`src/rtl/clic_ip_gateway_if.sv`:
```
// Bundle of the gateway's source, control and pending-bit signals.
// Handshake: ack_valid_i and ip_we_i are single-cycle strobes. Each is acted on
// in the cycle it is high and there is no ready/back-pressure, so the driver
// must present ack_id_i and ip_wdata_i in that same cycle.
interface clic_ip_gateway_if #(
    parameter int N_SOURCE = 32,
    parameter int ID_W     = (N_SOURCE > 1) ? $clog2(N_SOURCE) : 1
);
    logic [N_SOURCE-1:0] intr_src_i;
    logic [N_SOURCE-1:0] le_i;
    logic [N_SOURCE-1:0] pol_i;
    logic [N_SOURCE-1:0] ip_we_i;
    logic [N_SOURCE-1:0] ip_wdata_i;
    logic                ack_valid_i;
    logic [ID_W-1:0]     ack_id_i;
    logic [N_SOURCE-1:0] ip_o;
    logic                ready_o;
    logic                dbg_state_o;   // warm-up FSM state: 0 = warming, 1 = ready

    modport master (
        output intr_src_i, le_i, pol_i, ip_we_i, ip_wdata_i, ack_valid_i, ack_id_i,
        input  ip_o, ready_o, dbg_state_o
    );

    modport slave (
        input  intr_src_i, le_i, pol_i, ip_we_i, ip_wdata_i, ack_valid_i, ack_id_i,
        output ip_o, ready_o, dbg_state_o
    );
endinterface

```
`src/rtl/clic_ip_gateway.sv`:
```
// Per-source CLIC interrupt gateway: synchronises raw lines, applies polarity
// and level/edge mode, latches edge events and clears them on ack or SW write.
module clic_ip_gateway #(
    parameter int N_SOURCE    = 32,
    parameter int SYNC_STAGES = 2,
    parameter int ID_W        = (N_SOURCE > 1) ? $clog2(N_SOURCE) : 1
) (
    input  logic            clk_i,
    input  logic            rst_ni,
    clic_ip_gateway_if.slave gw
);
    localparam int CNT_W = $clog2(SYNC_STAGES + 2);

    typedef enum logic {
        ST_WARM  = 1'b0,
        ST_READY = 1'b1
    } warm_state_e;

    warm_state_e         state_q, state_d;
    logic [CNT_W-1:0]    cnt_q, cnt_d;
    logic [N_SOURCE-1:0] s, e, ev, ack_hit;
    logic [N_SOURCE-1:0] prev_q, ip_q, ip_d, le_q;
    logic                ready;

    generate
        if (SYNC_STAGES == 0) begin : g_bypass
            assign s = gw.intr_src_i;
        end else begin : g_sync
            logic [N_SOURCE-1:0] sync_q [SYNC_STAGES];

            // Shift raw lines through the synchroniser chain.
            always_ff @(posedge clk_i or negedge rst_ni) begin
                if (!rst_ni) begin
                    for (int k = 0; k < SYNC_STAGES; k++) sync_q[k] <= '0;
                end else begin
                    sync_q[0] <= gw.intr_src_i;
                    for (int k = 1; k < SYNC_STAGES; k++) sync_q[k] <= sync_q[k-1];
                end
            end

            assign s = sync_q[SYNC_STAGES-1];
        end
    endgenerate

    // Ids at or above N_SOURCE can never match, so out-of-range acks fall away.
    generate
        for (genvar i = 0; i < N_SOURCE; i++) begin : g_ack
            assign ack_hit[i] = gw.ack_valid_i && (gw.ack_id_i == ID_W'(i));
        end
    endgenerate

    assign ready = (state_q == ST_READY);
    assign e     = s ^ gw.pol_i;
    // Edges are masked until the synchroniser has flushed its reset zeros,
    // otherwise active-low sources would fire right after reset.
    assign ev    = {N_SOURCE{ready}} & e & ~prev_q;

    // Warm-up state and cycle counter registers.
    always_ff @(posedge clk_i or negedge rst_ni) begin
        if (!rst_ni) begin
            state_q <= ST_WARM;
            cnt_q   <= '0;
        end else begin
            state_q <= state_d;
            cnt_q   <= cnt_d;
        end
    end

    // Warm-up: count SYNC_STAGES+1 cycles, then stay ready until reset.
    always_comb begin
        state_d = state_q;
        cnt_d   = cnt_q;
        case (state_q)
            ST_WARM: begin
                if (cnt_q == CNT_W'(SYNC_STAGES)) state_d = ST_READY;
                else                              cnt_d   = cnt_q + 1'b1;
            end
            ST_READY: state_d = ST_READY;
            default:  state_d = ST_WARM;
        endcase
    end

    // Per-source pending next state; a mode switch cycle holds the old value.
    always_comb begin
        ip_d = ip_q;
        for (int i = 0; i < N_SOURCE; i++) begin
            if (gw.le_i[i] != le_q[i]) begin
                ip_d[i] = ip_q[i];
            end else if (gw.le_i[i]) begin
                if (ev[i])               ip_d[i] = 1'b1;   // a new edge is never lost
                else if (gw.ip_we_i[i])  ip_d[i] = gw.ip_wdata_i[i];
                else if (ack_hit[i])     ip_d[i] = 1'b0;
            end else begin
                ip_d[i] = e[i];
            end
        end
    end

    // Pending bits, previous effective level and mode history.
    always_ff @(posedge clk_i or negedge rst_ni) begin
        if (!rst_ni) begin
            ip_q   <= '0;
            prev_q <= '0;
            le_q   <= '0;
        end else begin
            ip_q   <= ip_d;
            prev_q <= e;
            le_q   <= gw.le_i;
        end
    end

    assign gw.ip_o        = ip_q;
    assign gw.ready_o     = ready;
    assign gw.dbg_state_o = state_q;
endmodule
```
`src/flat_wrapper.sv`:
```
// flat-port wrapper written by rule: the top's interface ports become plain ports
module clic_ip_gateway_flat 
#(
    parameter int N_SOURCE    = 32,
    parameter int SYNC_STAGES = 2,
    parameter int ID_W        = (N_SOURCE > 1) ? $clog2(N_SOURCE) : 1
)
  (clk_i, rst_ni, gw_intr_src_i, gw_le_i, gw_pol_i, gw_ip_we_i, gw_ip_wdata_i, gw_ack_valid_i, gw_ack_id_i, gw_ip_o, gw_ready_o, gw_dbg_state_o);
  clic_ip_gateway_if #(.N_SOURCE(N_SOURCE), .ID_W(ID_W)) gw_i ();
  input  logic clk_i;
  input  logic rst_ni;
  input wire logic [$bits(gw_i.intr_src_i)-1:0] gw_intr_src_i;
  input wire logic [$bits(gw_i.le_i)-1:0] gw_le_i;
  input wire logic [$bits(gw_i.pol_i)-1:0] gw_pol_i;
  input wire logic [$bits(gw_i.ip_we_i)-1:0] gw_ip_we_i;
  input wire logic [$bits(gw_i.ip_wdata_i)-1:0] gw_ip_wdata_i;
  input wire logic [$bits(gw_i.ack_valid_i)-1:0] gw_ack_valid_i;
  input wire logic [$bits(gw_i.ack_id_i)-1:0] gw_ack_id_i;
  output wire logic [$bits(gw_i.ip_o)-1:0] gw_ip_o;
  output wire logic [$bits(gw_i.ready_o)-1:0] gw_ready_o;
  output wire logic [$bits(gw_i.dbg_state_o)-1:0] gw_dbg_state_o;
  assign gw_i.intr_src_i = gw_intr_src_i;
  assign gw_i.le_i = gw_le_i;
  assign gw_i.pol_i = gw_pol_i;
  assign gw_i.ip_we_i = gw_ip_we_i;
  assign gw_i.ip_wdata_i = gw_ip_wdata_i;
  assign gw_i.ack_valid_i = gw_ack_valid_i;
  assign gw_i.ack_id_i = gw_ack_id_i;
  assign gw_ip_o = gw_i.ip_o;
  assign gw_ready_o = gw_i.ready_o;
  assign gw_dbg_state_o = gw_i.dbg_state_o;
  clic_ip_gateway #(.N_SOURCE(N_SOURCE), .SYNC_STAGES(SYNC_STAGES), .ID_W(ID_W)) u_core (.clk_i(clk_i), .rst_ni(rst_ni), .gw(gw_i));
endmodule
```
`config.mk`:
```
export PLATFORM = sky130hd
export DESIGN_NAME = clic_ip_gateway_flat
export DESIGN_NICKNAME = d
export VERILOG_FILES = /design/src/rtl/clic_ip_gateway_if.sv /design/src/rtl/clic_ip_gateway.sv /design/src/flat_wrapper.sv
export SDC_FILE = /design/constraint.sdc
export NUM_CORES = 1
export LEC_CHECK = 0
export ABC_AREA = 1
export BUFFER_PORTS_ARGS = -buffer_cell sky130_fd_sc_hd__buf_4
export CAP_MARGIN = 10
export CORE_ASPECT_RATIO = 1.25
export CORE_MARGIN = 2
export CORE_UTILIZATION = 47
export DETAILED_ROUTE_END_ITERATION = 8
export PLACE_DENSITY = 0.76
export SLEW_MARGIN = 25
export SYNTH_ARGS = -nofsm -noshare
export SYNTH_HDL_FRONTEND = slang
export SYNTH_SLANG_ARGS = --single-unit
```
`constraint.sdc`:
```
create_clock -name clk_i -period 1.16 [get_ports clk_i]
set_input_delay 0.232 -clock clk_i [delete_from_list [all_inputs] [get_ports clk_i]]
set_output_delay 0.232 -clock clk_i [all_outputs]
set_load 0.1 [all_outputs]
```
# ---- Word-level counts from Yosys, hierarchy flattened
# Cells that the tools add are included.
dict set report op_classes {
  add_sub_neg 1
  reduce_logical 66
  muxes 130
  n_bitwise 38
  n_eq_ne 96
}
# op n
set ops {}
lappend ops {{$mux 1} 129}
lappend ops {{$ne 4x1->1 const B} 32}
lappend ops {{$eq 5x5->1 const B} 16}
lappend ops {{$reduce_and 2->1} 33}
lappend ops {{$and 32x32->32} 2}
lappend ops {{$eq 5x4->1 const B} 8}
lappend ops {{$not 1->1} 34}
lappend ops {{$logic_and 1x1->1} 32}
lappend ops {{$ne 1x1->1} 32}
lappend ops {{$not 32->32} 1}
lappend ops {{$xor 32x32->32} 1}
lappend ops {{$eq 5x3->1 const B} 4}
lappend ops {{$eq 5x2->1 const B} 2}
lappend ops {{$eq 5x1->1 const B} 1}
lappend ops {{$logic_not 5->1} 1}
lappend ops {{$add 2x1->2 const B} 1}
lappend ops {{$eq 2x2->1 const B} 1}
lappend ops {{$pmux 1 s2} 1}
dict set report totals {
  register_bits 163
}

# ---- Depth between registers and ports, before layout
# Gate-level depths: netlist (run 1).
dict set report logic_depth {
  word_depth 6
  depth_mapped 9
}

# ---- Worst setup path after synthesis (run 1)
# OpenSTA, ideal clock, no wires.
dict set report synth_path {
  path_type {register -> register}
  from {register u_core.state_q (netlist: u_core.gw.dbg_state_o)}
  to {register u_core.ip_q[22] (netlist: u_core.gw.ip_o[22])}
  t_arrival_ns 1.757
  setup_time_ns 0.120
  path_slack_ns -0.717
  n_path_buf 1
  stages_incl_launch_ff 9
  required_time_ns 1.040
  path_cell_list {dfrtp_1 > inv_1 > buf_2 > nor2_1 > nand3_1 > nand3_1 > nand2_1 > nand2_1 > nand2_1}
}
dict set report synth_via {
  elab_chain_cells 4
  word_cells_on_any_way 6
  classes_between {eq/ne: 1; mux: 2; bitwise: 2; reduce/logical: 1}
}
# item line_no
set synth_lines {}
lappend synth_lines {{start: declaration} clic_ip_gateway.sv:19} ;# warm_state_e state_q, state_d;
lappend synth_lines {{start signal: assignment} clic_ip_gateway.sv:64} ;# state_q <= state_d;
lappend synth_lines {{$and 32x32->32 * (2 in series)} clic_ip_gateway.sv:56} ;# assign ev = {N_SOURCE{ready}} & e & ~prev_q;
lappend synth_lines {{$ne 4x1->1 (no line) / $mux 1 (equally long branches)} n/a}
lappend synth_lines {{$reduce_and 2->1 (no line) / $mux 1 (equally long branches)} n/a}
lappend synth_lines {{end signal: assignment} clic_ip_gateway.sv:106} ;# ip_q <= ip_d;
lappend synth_lines {{end: declaration} clic_ip_gateway.sv:22} ;# logic [N_SOURCE-1:0] prev_q, ip_q, ip_d, le_q;
# Mark *: on every way between the ends. The rest lies on a longest branch, timed or not.
# A chain may end at the register's enable or synchronous reset.

# ---- Final worst setup path (run 1)
dict set report layout_path {
  from {register u_core.state_q (netlist: u_core.gw.dbg_state_o)}
  to {output gw_ready_o}
}
# item line_no
set layout_lines {}
lappend layout_lines {{end: declaration} flat_wrapper.sv:20} ;# output wire logic [$bits(gw_i.ready_o)-1:0] gw_ready_o;
# No word-level cell between the ends.

==> results list, run 1 <==
* Run status: complete, but fails checks
- Violations in the final reports: setup timing
- The core region is around 0.015 mm2.
- GRT Residual Overflow: 0
* Worst clock skew: 0.007122 ns
- Leaving out fill and tap cells, the most frequent cells in the layout are sky130_fd_sc_hd__nand2_1, sky130_fd_sc_hd__buf_4, sky130_fd_sc_hd__dfrtp_1.
- The floorplan has 50 rows.
* CTS root buffer: sky130_fd_sc_hd__clkbuf_16
- Die height: around 140 um
- Residual DRC count: 0
- Crit Path Max Fanout: 3
* Max capacitance violation total: 0
- Post-layout util: 0.7729
- Critical Setup Path Class: reg2out
- Sequential element share of the synthesized area: 0.5612
* Fin Hold WS: 0.1402 ns
- For the worst setup path, the data arrival time is ~1.2 ns.
- Ports placed on the boundary: approximately 200
* Vias in the first global route: ~6,600
* Total of flip-flops plus latches after synthesis: around 160
* GP Congestion: ~0.84
- Cells after Synth: about 910
- Post-DR vias/cell: about 4.7
* Final critical path time including I/O delays and setup: approximately 1.5 ns
* Maximum number of pins on one net before global-route repair: 65
* Power consumption: 17.44 mW
* Total length of routed wires: about 21,000 um
- The die is around 120 um wide.
- Die Area: between 0.015 and 0.02 mm2
* Ratio of total power to cell area: approximately 1500 mW/mm2
- Path category of the worst min-delay check: in2reg
- Non-Filler Cell Area, Final: about 0.012 mm2
- The share of synthesized area in the top cell type comes to 0.5612.
* Maximum single-stage delay on the critical path: 0.48 ns
* Post-DR wirelength/cell: 14.18 um
- The critical path goes through buf_6 > buf_12.
* Clk sinks: ~160
- CP Capture Type: output port
* Aggregate negative setup slack: -10.01 ns
* DP Cell Count: ~1,300
- Mean area per synthesized cell: around 8.0 um2
* Worst slew pin tran: approximately 0.61 ns
* Number of vias in the routed layout: approximately 6,800
- For this run, the number of standard cells in the final layout without fillers is roughly 1,400.
- The biggest area contributor in the post-synthesis netlist is sky130_fd_sc_hd__dfrtp_1.
* Number of buffers between clock root and the deepest sink: 2
- TritonCTS Buffers: 17
* Leakage power figure: 6.132 nW
* Ant. Diodes: 0
- TritonCTS built the clock tree.
* Placed cell areas: roughly 0.009 mm2
* Post-layout nets: between 1,000 and 1,500
- Unrepaired setup endpoints after global routing: true
- The number of max-slew violations in the final report is 0.
- Summed instance area of the synthesized netlist: ~0.0073 mm2
* Final Hold Violating Endpoints: 0
- Number of buffers added on ports: 201
* Worst Setup Slack, final: -0.2905 ns
* Number of unique standard cell types used by synthesis: 16
- In this run the tightest slew margin relative to its limit is 0.5946.
* Crit path max-delay cell type: sky130_fd_sc_hd__dfrtp_4
- Wire length of the first global-routing pass: approximately 30,000 um
* Max VDD drop: approximately 1100 uV
- Detailed Route Iter0 Violations: roughly 320
- Number of antenna violations at the first check in global routing: 0
- After clock tree synthesis, the clock-pin slew on the worst setup and hold paths is 0.06 ns.
- Fraction of layout cells with a size suffix above 1: 0.3427
* Peak Freq: 0.6894 GHz
* Initial core utilization: 0.4821
- CTS built an H-tree with a depth of 4.
- Biggest area contributors in the synthesized netlist: sky130_fd_sc_hd__dfrtp_1, sky130_fd_sc_hd__nand2_1, sky130_fd_sc_hd__inv_1, sky130_fd_sc_hd__nand3_1, sky130_fd_sc_hd__xnor2_1
* Setup Slack @ Placement: -0.2597 ns
- Type of element launching the critical path: flop
- The area growth from synthesis to layout is 60.32%.
- Most frequent standard cell in the layout excluding fill and tap cells: sky130_fd_sc_hd__nand2_1
- Gr usage total: 0.2393
- Synthesized net count: 1,077
* Number of detailed-route iterations in the first pass: 5
- Setup violations remaining at the end of the flow were counted as 66.
- Final period utilization: 1.250
* Half-perimeter wire length of the detailed placement result: ~13,000 um
- Yosys warning total: 0
- In this run the remaining antenna-violating nets after routing total 0.
- For the worst-skew pair, the clock arrives at the later sink with an insertion delay of between 0.4 and 0.5 ns.
* Required arrival time at the worst endpoint: roughly 0.93 ns
==> kinds of logic after synthesis <==
| kind of cell | Yosys count | share of synthesized area |
|---|---|---|
| AOI/OAI and AO/OA | 1 | 0.0006879 |
| xor gates and xnor gates | 33 | 0.03977 |
| adders and majority gates | 1 | 0.001721 |
| buffers and inverters | 145 | 0.07695 |
| DFF | 163 | 0.5612 |
| and+or+nand+nor | 565 | 0.3197 |
==> registers in the layout, summed over array words and instances, names as in the netlist <==
signal / count
u_core.cnt_q: 2
u_core.gw.dbg_state_o: 1
u_core.le_q: 32
u_core.g_sync.sync_q: 32
u_core.gw.ip_o: 32
u_core.prev_q: 32
u_core.s: 32
==> synth_stat cells <==
| master | number |
|---|---|
| sky130_fd_sc_hd__o21ai_0 | 1 |
| sky130_fd_sc_hd__inv_1 | 132 |
| sky130_fd_sc_hd__nor2_4 | 1 |
| sky130_fd_sc_hd__ha_1 | 1 |
| sky130_fd_sc_hd__buf_2 | 3 |
| sky130_fd_sc_hd__buf_4 | 3 |
| sky130_fd_sc_hd__inv_2 | 1 |
| sky130_fd_sc_hd__clkinv_1 | 6 |
| sky130_fd_sc_hd__and2_1 | 32 |
| sky130_fd_sc_hd__dfrtp_1 | 163 |
| sky130_fd_sc_hd__nand2_1 | 370 |
| sky130_fd_sc_hd__nor2_1 | 73 |
| sky130_fd_sc_hd__nand3_1 | 86 |
| sky130_fd_sc_hd__nor2_2 | 3 |
| sky130_fd_sc_hd__xor2_1 | 1 |
| sky130_fd_sc_hd__xnor2_1 | 32 |
==> final cells by class <==
| class | count | area (um2) |
|---|---|---|
| multi-input cells | 600 | 3148 |
| flip-flops and latches | 163 | 4083 |
| clock buffers | 17 | 425.4 |
| repair buffers | 306 | 3019 |
| inverters | 139 | 534.3 |
| clock inverters | 15 | 182.7 |
| fillers | 991 | 3425 |
| well taps | 208 | 260.3 |
==> critical path: cells and delay by family, from the launching register on <==
family	cells	cell delay [ns]
buf+inv	2	0.30
flops	1	0.48
==> repair_timing <==
item,in CTS,in global routing
resized for setup,105,161
setup buffers,11,7
hold buffers,65,0
cloned,0,2
hold endpoints to repair,227,0
setup endpoints to repair,65,67
pin swaps,0,66
==> per-layer routing <==
metal  GRT usage  vias up  wire length (um)
li1            -     3339                 -
met4     0.09448        0               516
met1      0.2792     3217              8046
met3     0.06494       43              1071
met5           0        -                 0
met2      0.4164      209             10900
==> path summary, 6_finish.rpt <==
kind / start / endpoint / slack (ns) / depth (start not counted)
hold reg to reg: u_core.g_sync.sync_q[46] / u_core.s[14] / 0.35 / 0
max in group asynchronous: rst_ni / u_core.prev_q[10] / 0.42 / 3
hold / removal: gw_pol_i[16] / u_core.prev_q[16] / 0.14 / 3
setup reg to reg: u_core.gw.dbg_state_o / u_core.gw.ip_o[10] / -0.24 / 10
min in group asynchronous: rst_ni / u_core.g_sync.sync_q[33] / 0.18 / 2
setup / recovery: u_core.gw.dbg_state_o / gw_ready_o / -0.29 / 2
==> power breakdown <==
group	internal [mW]	switching, mW	total [mW]
sequential	6.16	0.384	6.55
combinational	2.12	3.01	5.13
clock	3.40	2.36	5.76
total	11.7	5.76	17.4
No activity file was read; power rests on OpenSTA's default activity.
==> run 2, diff against run 1 <==
==> constraint.sdc (replaced) <==
create_clock -name clk_i -period 1.16 [get_ports clk_i]
set_input_delay 0 -clock clk_i [delete_from_list [all_inputs] [get_ports clk_i]]
set_output_delay 0 -clock clk_i [all_outputs]
set_load 0.1 [all_outputs]
==> run 2 against run 1 <==
The run still ends with setup timing left; critical endpoint is now u_core.gw.ip_o[11]; non-clock buffer count rose by 75; critical path depth grew 8; global-route usage increased by 5.3 points; routed wire length up 18%; sequential share of layout area fell by 0.91 points; via count up 8.3%; sequential power fell by 1%.
==> results list, run 2 (synthesis results as in run 1) <==
- The height of the chip came to 143.0 um (unchanged).
- Critical Setup Path Class: reg2reg
- The number of rows in the core area came to 50 (unchanged).
* Share of power burned in registers: 0.383 (+0.007)
* Post-layout util: 0.7935 (+0.02066)
- The register-to-register setup slack is -0.28 ns (-0.04 ns).
- The peak supply drop was 1536 uV (+41%).
- For this design, the slowest cell found on the critical path is sky130_fd_sc_hd__dfrtp_4.
- The path class of the tightest hold or removal check is in2async.
* Number of buffers added on ports: 201 (unchanged)
- Walking the worst path, the cells encountered are inv_8 > buf_6 > buf_12 > nor2_4 > nand3_2 > nand3_2 > nand2_2 > inv_1 > nand2_1 > nand2_1.
* GRT Residual Overflow: 0 (unchanged)
- Number of detailed-route iterations in the first pass: 8 (+3)
- The total power consumption of the routed design is 16.87 mW (-3.2%).
- The checks that failed: setup timing.
* CTS root buffer: sky130_fd_sc_hd__clkbuf_16
* Most frequent cells in the layout: sky130_fd_sc_hd__nand2_1, sky130_fd_sc_hd__buf_4, sky130_fd_sc_hd__dfrtp_1
* Final Hold Violating Endpoints: 0 (unchanged)
* Worst Setup Slack, final: -0.2758 ns (+0.01477 ns)
- Final Slew Violations: 0 (unchanged)
- The minimum period implied by the final worst setup slack came to 1.436 ns (-0.01477 ns).
* Type of element launching the critical path: flop
* GP Congestion: 0.8216 (-2.4%)
- The total instance count after detailed placement came to 1,325 (-0.45%).
- Setup Slack @ Placement: -0.1922 ns (+0.06752 ns)
- Core region area: 0.01508 mm2 (unchanged)
* Worst slew pin tran: 0.5064 ns (-0.09941 ns)
- Most frequent standard cell in the layout excluding fill and tap cells: sky130_fd_sc_hd__nand2_1
- The path depth of the worst reg2reg path came to 10 (unchanged).
- Fraction of layout cells with a size suffix above 1: 0.2935 (-0.04921)
- Die Area: 0.01648 mm2 (unchanged)
- Internal power contribution: 11.08 mW (-5.1%)
- Worst reg2reg endpoint: u_core.gw.ip_o[11]
* Number of levels the H-tree was split into: 4 (unchanged)
- The met1 track demand over resource in global routing came to 0.3067 (+0.02745).
- The count of final setup violators was 35 (-47%).
- Busiest grt layer: met2
- Run status: complete, but fails checks
- CP Capture Type: flop
- The global routing usage on met2 was 0.5257 (+0.1093).
- The maximum clock insertion buffer count is 2 (unchanged).
- The clock sink count is 163 (unchanged).
* Latest clock arrival within the worst-skew pair: 0.43 ns (about the same)
- The post-detailed-placement half-perimeter wirelength came to 13,120 um (-0.91%).
- Maximum single-stage delay on the critical path: 0.51 ns (+0.03 ns)
- The fraction of the cycle the final worst path needs is 1.238 (-0.01273).
* Post-CTS clock slew at the launch and capture registers of the worst setup and hold paths: 0.06 ns (about the same)
- Crit Path Max Fanout: 8 (+5)
- The switching fraction of total power is 0.3433 (+0.01314).
- Total length of routed wires: 24,170 um (+18%)
- Worst clock skew: 0.007177 ns (+0.00005446 ns)
- The routed via count is 7,376 (+8.3%).
- Remaining antenna violation count after routing: 0 (unchanged)
* Initial core utilization: 0.4821 (unchanged)
- Wire length of the first global-routing pass: 36,890 um (+22%)
* Peak Freq: 0.6965 GHz (+1.0%)
* Number of antenna violations at the first check in global routing: 1 (+1)
- Maximum number of pins on one net before global-route repair: 52 (-20%)
- Non-filler cells, final: 1,524 (+5.2%)
* TritonCTS Buffers: 17 (unchanged)
* TritonCTS clock tree: yes
- The global-route usage over all layers is 0.2925 (+0.05321).
- Compared with the post-synthesis result, the final layout area differs by 64.61%.
- Unrepaired setup endpoints after global routing: true
- Share of power burned in combinational logic: 0.279 (-0.015)
- The number of maximum-capacitance violations is 0 (unchanged).
- Post-DR wirelength/cell: 15.86 um (+12%)
- The via count of the first global-routing pass came to 7,908 (+19%).
* Width of the die: 115.2 um (unchanged)
- Residual DRC count: 0 (unchanged)
- The post-detailed-placement cell area came to 0.009190 mm2 (-0.62%).
* Post-layout nets: 1,471 (+5.4%)
- The count of routing violations after the opening detailed-route iteration came to 399 (+26%).
- The worst slew margin relative to its limit is 0.6611 (+0.06652).
* Switching pwr: 5.792 mW (+0.62%)
* Worst reg2reg path startpoint: u_core.gw.dbg_state_o
* Required arrival time at the worst endpoint: 1.48 ns (+0.55 ns)
- Leakage power figure: 6.273 nW (+2.3%)
* Part of the total power dissipated in the clock network: 0.338 (+0.008)
- Crit path arrival time: 1.75 ns (+0.53 ns)
* Non-Filler Cell Area, Final: 0.01196 mm2 (+2.7%)
- Ports placed on the boundary: 202 (unchanged)
- Ratio of total power to cell area: 1410 mW/mm2 (-5.8%)
- Post-DR vias/cell: 4.840 (+2.9%)
- Met3 usage: 0.06324 (-0.001698)
-- run 2: what timing repair did --
action | CTS | global route
endpoints found under the hold margin | 291 | 0
endpoints found under the setup margin | 35 | 36
pin swaps | 10 | 45
buffers inserted | 3 | 4
gates resized for setup | 59 | 95
gates cloned | 1 | 0
hold buffers | 160 | 0
-- run 2: critical path: cells and delay by family (launching register included) --
kind	cells	cell delay (ns)
buf+inv	4	0.39
flops	1	0.51
simple gates	6	0.42
-- run 2: power groups by stage --
stage	Sequential, mW	Combinational, mW	Clock [mW]
final	6.46	4.71	5.71
after global routing	6.50	5.00	6.03
after CTS	6.41	4.43	5.75
after detailed placement	6.49	3.92	0
after global placement	6.49	3.85	0
after floorplan	8.10	0.978	0
-- run 2: worst max path at each step --
stage,start,to,slack (ns),cells after the start
finish,u_core.gw.dbg_state_o,u_core.gw.ip_o[11],-0.28,10
global route,u_core.gw.dbg_state_o,u_core.gw.ip_o[7],-0.33,10
CTS,u_core.gw.dbg_state_o,u_core.gw.ip_o[23],-0.19,10
detailed placement,u_core.gw.dbg_state_o,u_core.gw.ip_o[18],-0.19,9
global placement,u_core.gw.dbg_state_o,u_core.gw.ip_o[18],-0.10,9
floorplan,u_core.gw.dbg_state_o,u_core.gw.ip_o[18],-0.20,9
-- run 2: stage by stage --
stage | setup TNS, ns | hold WS [ns]
after detailed placement | -3.218 | -0.1090
after floorplan | -5.748 | -0.2956
after global routing | -7.593 | 0.04014
final | -5.067 | 0.01700
after CTS | -4.227 | 0.01058
after global placement | -1.972 | -0.1089
-- run 2: routing by layer --
metal,share of wire,wire (um),up-vias
li1,-,-,3492
met1,0.36,8629,3454
met2,0.53,12880,317
met3,0.051,1228,113
met4,0.059,1432,0
met5,0,0,-
-- run 2: final cells by class --
cell class	count	area, um2
diodes	1	2.502
clock buffers	19	452.9
clock inverters	13	147.6
fillers	871	3113
inverters	139	531.8
multi-input cells	600	3085
flip-flops and latches	163	4083
well taps	208	260.3
repair buffers	381	3401
